## config.mk

```make
export PLATFORM = sky130hd
export DESIGN_NAME = peres_inv_pipe
export DESIGN_NICKNAME = d
export VERILOG_FILES = /design/src/rtl/peres_inv_pipe.sv
export SDC_FILE = /design/constraint.sdc
export NUM_CORES = 1
export LEC_CHECK = 0
export CORE_MARGIN = 4
export CORE_UTILIZATION = 40
export DETAILED_ROUTE_END_ITERATION = 8
export HOLD_SLACK_MARGIN = 0.03
export PLACE_DENSITY = 0.82
export SLEW_MARGIN = 20
export SYNTH_ARGS = -nofsm -noshare
export SYNTH_HDL_FRONTEND = slang
export SYNTH_SLANG_ARGS = --single-unit
```

## constraint.sdc

```tcl
create_clock -name clk -period 1.2 [get_ports clk]
set_input_delay 0.18 -clock clk [delete_from_list [all_inputs] [get_ports clk]]
set_output_delay 0.18 -clock clk [all_outputs]
set_load 0.01 [all_outputs]
```

## src/rtl/peres_inv_pipe.sv

```systemverilog
`default_nettype none
// ============================================================================
// Module      : peres_inv_pipe
// Description : Two-stage valid/ready streaming inverse of the Peres gate.
//               Recovers A=P, B=P^Q, C=R^(A&B) bitwise across WIDTH lanes.
//               Optional output word counter enabled by PERES_INV_CNT_EN;
//               with the macro undefined word_cnt is tied to zero.
// Revision    : 1.0 - initial release
// ============================================================================
module peres_inv_pipe #(
    parameter int WIDTH = 4,
    parameter int CNT_W = 16
) (
    input  logic             clk,
    input  logic             rst,
    input  logic             in_valid,
    output logic             in_ready,
    input  logic [WIDTH-1:0] in_p,
    input  logic [WIDTH-1:0] in_q,
    input  logic [WIDTH-1:0] in_r,
    output logic             out_valid,
    input  logic             out_ready,
    output logic [WIDTH-1:0] out_a,
    output logic [WIDTH-1:0] out_b,
    output logic [WIDTH-1:0] out_c,
    output logic [CNT_W-1:0] word_cnt
);

    logic             s1_v;
    logic             s2_v;
    logic [WIDTH-1:0] s1_a;
    logic [WIDTH-1:0] s1_b;
    logic [WIDTH-1:0] s1_r;
    logic             s1_adv;
    logic             s2_adv;

    // A stage may load when it is empty or its contents move on this edge.
    // in_ready is therefore a combinational path from out_ready.
    assign s2_adv    = ~s2_v | out_ready;
    assign s1_adv    = ~s1_v | s2_adv;
    assign in_ready  = s1_adv;
    assign out_valid = s2_v;

    // Stage 1: capture A and B directly; keep R raw so C is formed next stage.
    always_ff @(posedge clk or posedge rst) begin
        if (rst) begin
            s1_v <= 1'b0;
            s1_a <= '0;
            s1_b <= '0;
            s1_r <= '0;
        end else if (s1_adv) begin
            s1_v <= in_valid;
            if (in_valid) begin
                s1_a <= in_p;
                s1_b <= in_p ^ in_q;
                s1_r <= in_r;
            end
        end
    end

    // Stage 2: output register; data holds when empty or stalled by the sink.
    always_ff @(posedge clk or posedge rst) begin
        if (rst) begin
            s2_v  <= 1'b0;
            out_a <= '0;
            out_b <= '0;
            out_c <= '0;
        end else if (s2_adv) begin
            s2_v <= s1_v;
            if (s1_v) begin
                out_a <= s1_a;
                out_b <= s1_b;
                out_c <= s1_r ^ (s1_a & s1_b);
            end
        end
    end

`ifdef PERES_INV_CNT_EN
    logic [CNT_W-1:0] cnt;

    // Count completed output handshakes; wraps naturally at 2^CNT_W.
    always_ff @(posedge clk or posedge rst) begin
        if (rst) begin
            cnt <= '0;
        end else if (s2_v && out_ready) begin
            cnt <= cnt + CNT_W'(1);
        end
    end

    assign word_cnt = cnt;
`else
    assign word_cnt = '0;
`endif

endmodule
`default_nettype wire

```

# Yosys cells after proc, flatten, opt, wreduce, memory -nomap -nowiden
# Index checks and enable logic that the tools add are counted.
# totals
register_bits	26
inputBits	16
out_inout_bits	30
word_cells	17
# classes
bitwise	7
reduce_logical	2
# op_table
operator	count
XOR 4 bit	2
bitwise AND 4 bit	1
AND reduction 2 bit	2
inverter 1 bit	2
OR 1 bit	2

# Longest topological paths before layout
# Gate-level depths: netlist (run 1).
# depth
depth_word	4
depth_mapped	4
depth_no_buf	3

# Worst setup path after synthesis (run 1)
# Ideal clock, no wire load.
# synth_timing
kind	register to register
from	reg s2_v, in the netlist out_valid
to	reg s1_a[0]
setup_ns	0.125
arrival_time_ns	1.086
t_required_ns	1.075
setup_slack_ns	-0.011
path_stages_with_launch	5
path_buffers	1
synth_period_minus_slack_ns	1.211
cell_sequence	dfrtp_1 nand3b_4 nand2_4 buf_12 mux2_4
# synth_between
elab_chain_cells	4
# synth_lines
item	line	source
from (decl)	30	logic s2_v;
from (signal assigned)	69	s2_v <= s1_v;
inverter 1 bit	39	assign s2_adv = ~s2_v | out_ready;
OR 1 bit	39	
OR 1 bit	40	assign s1_adv = ~s1_v | s2_adv;
named net in_ready	17	output logic in_ready,
AND reduction 2 bit (no source line)	-	
to (signal assigned)	54	s1_a <= in_p;
to (decl)	31	logic [WIDTH-1:0] s1_a;
# The timed path passes the listed nets, and every way through them passes these cells.
# A chain may end at the register's enable or synchronous reset.

# Worst setup path in the final report (run 1)
# layout_timing
from	reg s2_v, in the netlist out_valid
to	reg out_b[2]
# layout_between
elab_chain_cells	3
# layout_lines
item	line	source
inverter 1 bit	39	
OR 1 bit	39	
AND reduction 2 bit (no source line)	-	
to (signal assigned)	66	out_b <= '0;
to (signal assigned)	72	out_b <= s1_b;
to (decl)	24	output logic [WIDTH-1:0] out_b,
# No other way between the ends.

==> results by stage, run 1 <==
Pwr:
- In this run the power spent charging and discharging nets is 784 uW.
- The internal power of the cells totals 2.17 mW.
- The share of total power dissipated in the clock network is 0.205.
- The power per standard cell area is 1590 mW/mm^2.
- The share of power burned in combinational logic is 0.385.
- The leakage dissipation is 0.916 nW.
- The worst supply voltage drop on vdd is 0.00101 V.
- The fraction of power spent switching nets is 0.266.
- The share of total power dissipated in sequential elements is 0.410.

Synthesis:
- The number of distinct library cells after synthesis is 16.
- The area of the mapped netlist is 0.00130 mm^2.
- The register bit count reported by yosys is 26.
- The sequential fraction of the synthesis area is 0.501.
- The number of standard cells after synthesis is 88.
- The per-instance average area after synthesis is 14.7 um^2.
- Yosys printed 0 warnings.

Worst setup path:
- The worst-path cell with the longest stage delay is sky130_fd_sc_hd__dfrtp_1.
- At the worst endpoint, the arrival time is 1580 ps.
- The worst setup path category is reg -> reg.
- The endpoint kind of the worst setup timing path is a flop.
- STA puts the critical path data required time at 1420 ps.
- The library cell appearing most often on the critical path is sky130_fd_sc_hd__buf_6.
- Counting both buffers and inverters, the worst setup path holds a total of 3.
- The element type at the critical path start is a flop.
- The delay contributed by the slowest stage of the critical path is 430 ps.
- The highest net fanout along the worst path is 5.
- The signal on the critical path passes through buf_6 -> buf_6 -> nand2b_4 -> nand2_4 -> buf_6 -> mux2_4.
- The launch point of the worst path is out_valid$_DFFE_PP0P_.
- The family with the most delay on the worst path is flip-flops.
- The startpoint of the lowest-slack register-to-register path is out_valid$_DFFE_PP0P_.

Global routing:
- The global route total overflow is 0.
- The global-route wire length before repair is 3.88 mm.
- The largest net degree at the start of global routing is 27.
- The initial antenna violation count came to 0.
- The via count of the first global-routing pass is 806.
- The aggregate global-route resource usage is 0.122.

Floorplan:
- From left edge to right edge, the die measures 65.0 um.
- The initialized floorplan defines 20 standard-cell rows.
- The overall die area is 0.00422 mm^2.
- 46 I/O pins were placed.
- The die is 65.0 um tall.
- The initial utilization of the core area, before any placement, comes to 0.422.
- The area of the placeable core is 0.00308 mm^2.

Route:
- The routed length on met1 is 883 um.
- The total met3 wirelength after detailed routing is 105 um.
- In the detailed route, the total length drawn on met2 is 1.44 mm.
- The detailed-route DRC error count is 0.
- Routed signal wires occupy layers up through met4.
- Across all layers, the routed design uses 772 vias.
- The number of nets still failing antenna checks after routing is 0.
- The detailed-route wire length per cell is 13.1 um.
- The pre-antenna-repair detailed-routing pass consisted of 2 iterations.
- The number of vias per cell after detailed routing is 4.13.
- The number of DRC markers in iteration 0 is 5.
- For this block, the routed nets add up to 2.46 mm of wire.

Layout:
- The total area of multi-input combinational cells is 597 um^2.
- In the final layout, the share of cells above drive strength 1 is 0.434.
- The count of antenna diodes in the layout is 0.
- After filler insertion, the fill cell instance count of the layout stands at 258.
- The end-of-flow core utilization is 0.603.
- The area taken by flip-flops and latches is 651 um^2.
- The top cell types in the final layout, fill and taps aside, are 26 x sky130_fd_sc_hd__dfrtp_1, 22 x sky130_fd_sc_hd__mux2_4, 17 x sky130_fd_sc_hd__buf_4, 16 x sky130_fd_sc_hd__conb_1, 15 x sky130_fd_sc_hd__clkdlybuf4s50_1.
- The non-filler instance count after layout is 187.
- Leaving out fill and tap cells, the most frequent cell in the layout is sky130_fd_sc_hd__dfrtp_1.
- The layout overhead on the synthesized area is 43.0%.
- The number of nets in the layout is 160.

Clock network:
- CTS saw 26 sinks.
- The maximum number of buffers from clock root to sink is 2.
- The clock edge transition at the registers on the reported setup and hold paths is 150 ps.
- TritonCTS built the clock tree.
- The clock latency of the later-clocked register in the worst-skew pair is 330 ps.
- In this run, CTS created clock tree buffers numbering 3.
- Buffers inserted to repair hold after CTS numbered 0.
- In this run the number of H-tree levels came out at 1.
- The cell sitting at the root of the clock tree is a sky130_fd_sc_hd__clkbuf_4.

Run:
- The count of max-cap constraint violations is 0.

Timing:
- The number of hold violations in the final report was 0.
- Setup repair after global routing could not meet its margin everywhere.
- The worst path in the final design needs a cycle of 1360 ps, including I/O delays and setup.
- The post-route worst setup slack is -159 ps.
- In the finished design, the share of the clock period the worst path needs comes to 1.13.
- On the final layout, the worst clock skew is 16.8 ps.
- The final count of pins violating max slew is 0.
- Setup violations remaining at the end of the flow were counted as 26.
- The achievable frequency is 736 MHz.

Status:
- The checks that failed: negative setup slack.
- The run finished, with violations left.

Placement:
- The placer congestion estimate is 0.762.
- The number of buffers inserted by port buffering is 29.
- The placed wire-length estimate after detailed placement is 1.65 mm.
- The cell count after placement is 162.

Worst hold path:
- The tightest min-delay check is of the in -> async type.
-- stage by stage --
| step | worst slack [ps] | area, um^2 | total power [mW] | setup TNS, ps | hold WS (ps) |
|---|---|---|---|---|---|
| 2_1_floorplan | 2.20 | 1360 | 1.77 | 0 | 220 |
| 3_3_place_gp | -314 | 1590 | 2.13 | -5930 | 493 |
| 3_5_place_dp | -353 | 1590 | 2.17 | -6830 | 495 |
| 4_1_cts | -140 | 1770 | 2.85 | -1830 | 160 |
| 5_1_grt | -179 | 1860 | 3.12 | -3430 | 170 |
| 6_report | -159 | 1860 | 2.95 | -2720 | 159 |
-- flip-flops by register name, summed over array words and instances (netlist names) --
register   flops
s1_v           1
s1_b           4
out_c          4
out_a          4
out_b          4
s1_a           4
s1_r           4
out_valid      1
-- synthesized netlist by cell type (all sizes together) --
cell type | n | area (um^2)
buf | 18 | 151
conb | 1 | 3.75
dfrtp | 26 | 651
inv | 1 | 3.75
mux2 | 24 | 345
nand2 | 6 | 32.5
nand2b | 2 | 12.5
nand3b | 1 | 20.0
or2b | 1 | 7.51
xnor2 | 4 | 35.0
xor2 | 4 | 35.0
-- cells by family (layout without fill, tap and decap cells) --
| kind of cell | after synthesis | in the layout | synth area share |
|---|---|---|---|
| XOR/XNOR | 8 | 8 | 0.0540 |
| buffers and inverters | 19 | 58 | 0.120 |
| flip-flops | 26 | 26 | 0.501 |
| multiplexers | 24 | 24 | 0.266 |
| other | 1 | 16 | 0.00289 |
| AND/OR/NAND/NOR | 10 | 11 | 0.0559 |
-- power by group through the flow --
stage          Clock (mW)  Combinational, mW  Sequential (mW)
6_report            0.603               1.14             1.21
5_1_grt             0.654               1.22             1.25
4_1_cts             0.615               1.03             1.20
3_5_place_dp            0              0.929             1.24
3_3_place_gp            0              0.904             1.22
2_1_floorplan           0              0.494             1.28
-- what timing repair did --
action	4_1_cts	5_1_grt
setup buffers	12	8
cloned	1	0
pin swaps	2	1
endpoints found under the hold margin	0	0
setup endpoints to repair	30	35
gates resized for setup	36	14
-- per-layer routing --
metal  vias to the layer above  global-route usage
met1                       379               0.124
met5                         -                   0
li1                        369                   -
met3                         2              0.0260
met2                        22               0.243
met4                         0              0.0396
-- path summary, 6_finish.rpt --
kind | endpoint | slack (ps) | depth (start not counted)
setup / recovery | out_b[2]$_DFFE_PP0P_ | -160 | 6
hold / removal | s1_r[3]$_DFFE_PP0P_ | 160 | 3
setup reg to reg | out_b[2]$_DFFE_PP0P_ | -160 | 6
hold reg to reg | out_c[0]$_DFFE_PP0P_ | 530 | 1
max in group asynchronous | out_c[0]$_DFFE_PP0P_ | 880 | 3
min in group clk | s1_r[1]$_DFFE_PP0P_ | 450 | 2
-- tightest hold or removal path: cells and delay by family --
family | cells | cell delay (ps)
buf+inv | 3 | 680
-- final cells by class --
| class | instances | area share |
|---|---|---|
| multi-input combinational | 59 | 0.322 |
| timing repair buffer | 53 | 0.268 |
| sequential | 26 | 0.351 |
| tap | 44 | 0.0297 |
| inverter | 1 | 0.00202 |
| clock inverter | 1 | 0.0162 |
| clock buffer | 3 | 0.0121 |
Note: power is estimated with default switching activity, not from simulation.
==> run 2: changes to the inputs <==
HOLD_SLACK_MARGIN = unset   (was 0.03)
==> results of run 2 <==
The final DEF is identical to that of run 1; final timing and power are the same.
==> run 3: changes to the inputs <==
REMOVE_ABC_BUFFERS = 1   (was unset)
==> run 3 against run 2 <==
  * The run still ends with negative setup slack left
  * Clock skew up 1.2 ps
  * Sequential share of layout area rose by 1.1 points
  * Critical path depth decreased by 1
  * Via count decreased by 2.1%
  * First-iteration DRC count increased to 4.2 times the previous value
  * Sequential power is essentially flat
  * Maximum frequency is 7.7% higher
  * Power decreased by 8.9%
  * Critical endpoint is now s1_a[2]$_DFFE_PP0P_
==> results by stage, run 3 (synthesis gave the netlist of run 1 again) <==
Pwr:
- The power per standard cell area is 1500 mW/mm^2.
- For this design the static power due to leakage is 0.881 nW.
- The worst supply voltage drop on vdd is 0.000497 V.

Timing:
- The tightest hold margin is 173 ps.
- The count of endpoints failing setup in the final report is 25.
- The post-route worst setup slack is -62.4 ps.
- The smallest clock period supported by the final layout is computed as 1260 ps.
- The number of hold violations in the final report was 0.
- Setup repair after global routing could not meet its margin everywhere.
- The final count of pins violating max slew is 0.
- The worst clock skew on the final layout is 18.0 ps.
- The final worst-path cycle share is 1.05.
- The achievable frequency is 792 MHz.

Layout:
- The area taken by flip-flops and latches is 651 um^2.
- The number of antenna diodes in the final layout is 0.
- The layout filler cell count is 257.
- The most common cell after layout, fill and taps aside is sky130_fd_sc_hd__dfrtp_1.
- The finished layout holds 179 standard cells, fillers aside.
- The layout overhead on the synthesized area is 38.5%.
- In the final design database the tool counted 153 nets.
- The design area is 0.00180 mm^2.
- The multi-input combinational cells in the finished layout cover a total of 613 um^2.
- The fraction of final layout cells with drive strength greater than 1 is 0.400.
- In the layout the commonest cells are 26 x sky130_fd_sc_hd__dfrtp_1, 24 x sky130_fd_sc_hd__mux2_4, 16 x sky130_fd_sc_hd__conb_1, 15 x sky130_fd_sc_hd__clkdlybuf4s50_1, 11 x sky130_fd_sc_hd__buf_4.
- The end-of-flow core utilization is 0.584.

Clock network:
- The clock latency of the later-clocked register in the worst-skew pair is 330 ps.
- After clock tree synthesis, the clock-pin slew on the worst setup and hold paths is 140 ps.
- Counting every sink on the clock net gives 26.
- Counting along the longest clock path gives a buffer depth of 2.
- The clock root buffer master is sky130_fd_sc_hd__clkbuf_4.
- TritonCTS built the clock tree.
- In this run the number of H-tree levels came out at 1.
- The total of hold buffers inserted after clock tree synthesis is 0.
- The number of buffers added by the clock tree synthesis step is 3.

Route:
- The routed design has 2.52 mm of wire.
- The routed via count is 756.
- Dividing the detail-routed wire length by the instance count gives 14.1 um.
- Dividing the detail-routed via count by the number of cells gives 4.22.
- The number of DRC markers in iteration 0 is 21.
- The detail route stage leaves a number of antenna-violating nets equal to 0.
- After detailed routing, the number of remaining DRC violations is 0.
- For this run, the detailed router's first-pass iteration total came to 4.

Global routing:
- The first global-routing pass estimated 3.96 mm of wire.
- The via count of the first global-routing pass was 817.
- The initial antenna violation count is 0.
- In the global route stage, overall resource usage came out at 0.124.
- The global route total overflow is 0.
- Entering global routing, the biggest net connects 27 pins.

Floorplan:
- From left edge to right edge, the die measures 65.0 um.
- The height of the die is 65.0 um.
- The floorplan has 20 rows.
- The overall die area is 0.00422 mm^2.
- The core region is 0.00308 mm^2.
- The initial utilization of the core area, before any placement, comes to 0.422.
- For this design the top-level I/O count stands at 46.

Worst setup path:
- The delay contributed by the slowest stage of the critical path is 410 ps.
- By startpoint and endpoint, the worst setup path is classified as reg -> reg.
- The family with the most delay on the worst path is flip-flops.
- Data arrives at the worst endpoint at 1470 ps.
- The element type at the critical path start is a flop.
- In this run the worst path has a maximum fanout of 6.
- The slowest stage of the critical path is the sky130_fd_sc_hd__dfrtp_1 cell.
- The critical path goes through buf_6 -> nand3b_4 -> buf_8 -> nand2_8 -> mux2_4.
- The required arrival time at the worst endpoint is 1410 ps.
- Counting cells, the worst reg-to-reg path comes to 5.
- The endpoint kind of the worst setup timing path is a flop.
- The critical path crosses 5 cells after its start point.
- The sum of buffers and inverters on the critical path is 2.

Placement:
- The number of placed instances, taps included, is 161.
- Before CTS, the worst setup slack after placement is -334 ps.
- The standard cell area after detailed placement is 0.00160 mm^2.
- Routability-driven placement finished with a final weighted congestion of 0.605.
- Detailed placement ended at an HPWL of 1.69 mm.
- During placement, the flow inserted port buffers numbering 29.

Worst hold path:
- The kind of path behind the tightest hold check is in -> async.

Status:
- The run finished, with violations left.
- The checks that failed: negative setup slack.

Run:
- The tool flagged a number of max-cap violations equal to 0.
run 3: changes by cell type in the layout (fill, tap and decap cells not counted):
| cell | change |
|---|---|
| sky130_fd_sc_hd__nand2_8 | +1 |
| sky130_fd_sc_hd__dlygate4sd2_1 | +1 |
| sky130_fd_sc_hd__mux2_2 | -2 |
| sky130_fd_sc_hd__clkdlybuf4s15_1 | -1 |
| sky130_fd_sc_hd__bufinv_16 | -1 |
| sky130_fd_sc_hd__buf_16 | +1 |
| sky130_fd_sc_hd__buf_2 | +1 |
| sky130_fd_sc_hd__buf_4 | -6 |
| sky130_fd_sc_hd__buf_12 | +1 |
| sky130_fd_sc_hd__clkbuf_2 | +1 |
| sky130_fd_sc_hd__mux2_4 | +2 |
| sky130_fd_sc_hd__buf_6 | -5 |
| sky130_fd_sc_hd__nand2_4 | -1 |
run 3: path summary, 6_finish.rpt:
check	slack (ps)	start	to
max	-60	out_valid$_DFFE_PP0P_	s1_a[2]$_DFFE_PP0P_
min	170	rst	s1_b[1]$_DFFE_PP0P_
max reg2reg	-60	out_valid$_DFFE_PP0P_	s1_a[2]$_DFFE_PP0P_
min reg2reg	530	out_a[0]$_DFFE_PP0P_	out_a[0]$_DFFE_PP0P_
max in group asynchronous	860	rst	out_b[3]$_DFFE_PP0P_
min in group clk	470	in_r[3]	s1_r[3]$_DFFE_PP0P_
run 3: final cells by class:
cell class / instances / share of cell area
clock buffers: 3 / 0.0125
repair buffers: 46 / 0.251
multi-input cells: 59 / 0.341
inverters: 1 / 0.00209
flip-flops and latches: 26 / 0.362
well taps: 44 / 0.0306
run 3: power by group:
part	switching [mW]	leakage, nW	internal (mW)	total, mW
registers	0.136	0.302	1.08	1.22
clock network	0.245	0.0138	0.118	0.362
logic	0.381	0.566	0.726	1.11
run 3: metal layers:
metal,GRT usage,vias to the layer above,part of all wire
met4,0.0396,0,0.0099
met3,0.0364,4,0.055
met1,0.140,372,0.39
met5,0,-,0
li1,-,355,-
met2,0.221,25,0.55
run 3: worst reg2reg max path: stages, from the launching register on:
cell                       delay (ps)
sky130_fd_sc_hd__dfrtp_1          410
sky130_fd_sc_hd__buf_6            130
sky130_fd_sc_hd__nand3b_4          70
sky130_fd_sc_hd__buf_8            130
sky130_fd_sc_hd__nand2_8           90
sky130_fd_sc_hd__mux2_4           320
run 3: what timing repair did:
action / in CTS / in global routing
pin swaps: 1 / 0
resized for setup: 29 / 18
buffers inserted: 6 / 7
setup endpoints to repair: 37 / 37
cloned: 2 / 0
run 3: metrics by stage:
step | TNS [ps] | power [mW]
finish | -962 | 2.69
global route | -1980 | 2.85
CTS | -1180 | 2.55
floorplan | -504 | 1.71
global placement | -5630 | 2.13
detailed placement | -6910 | 2.17
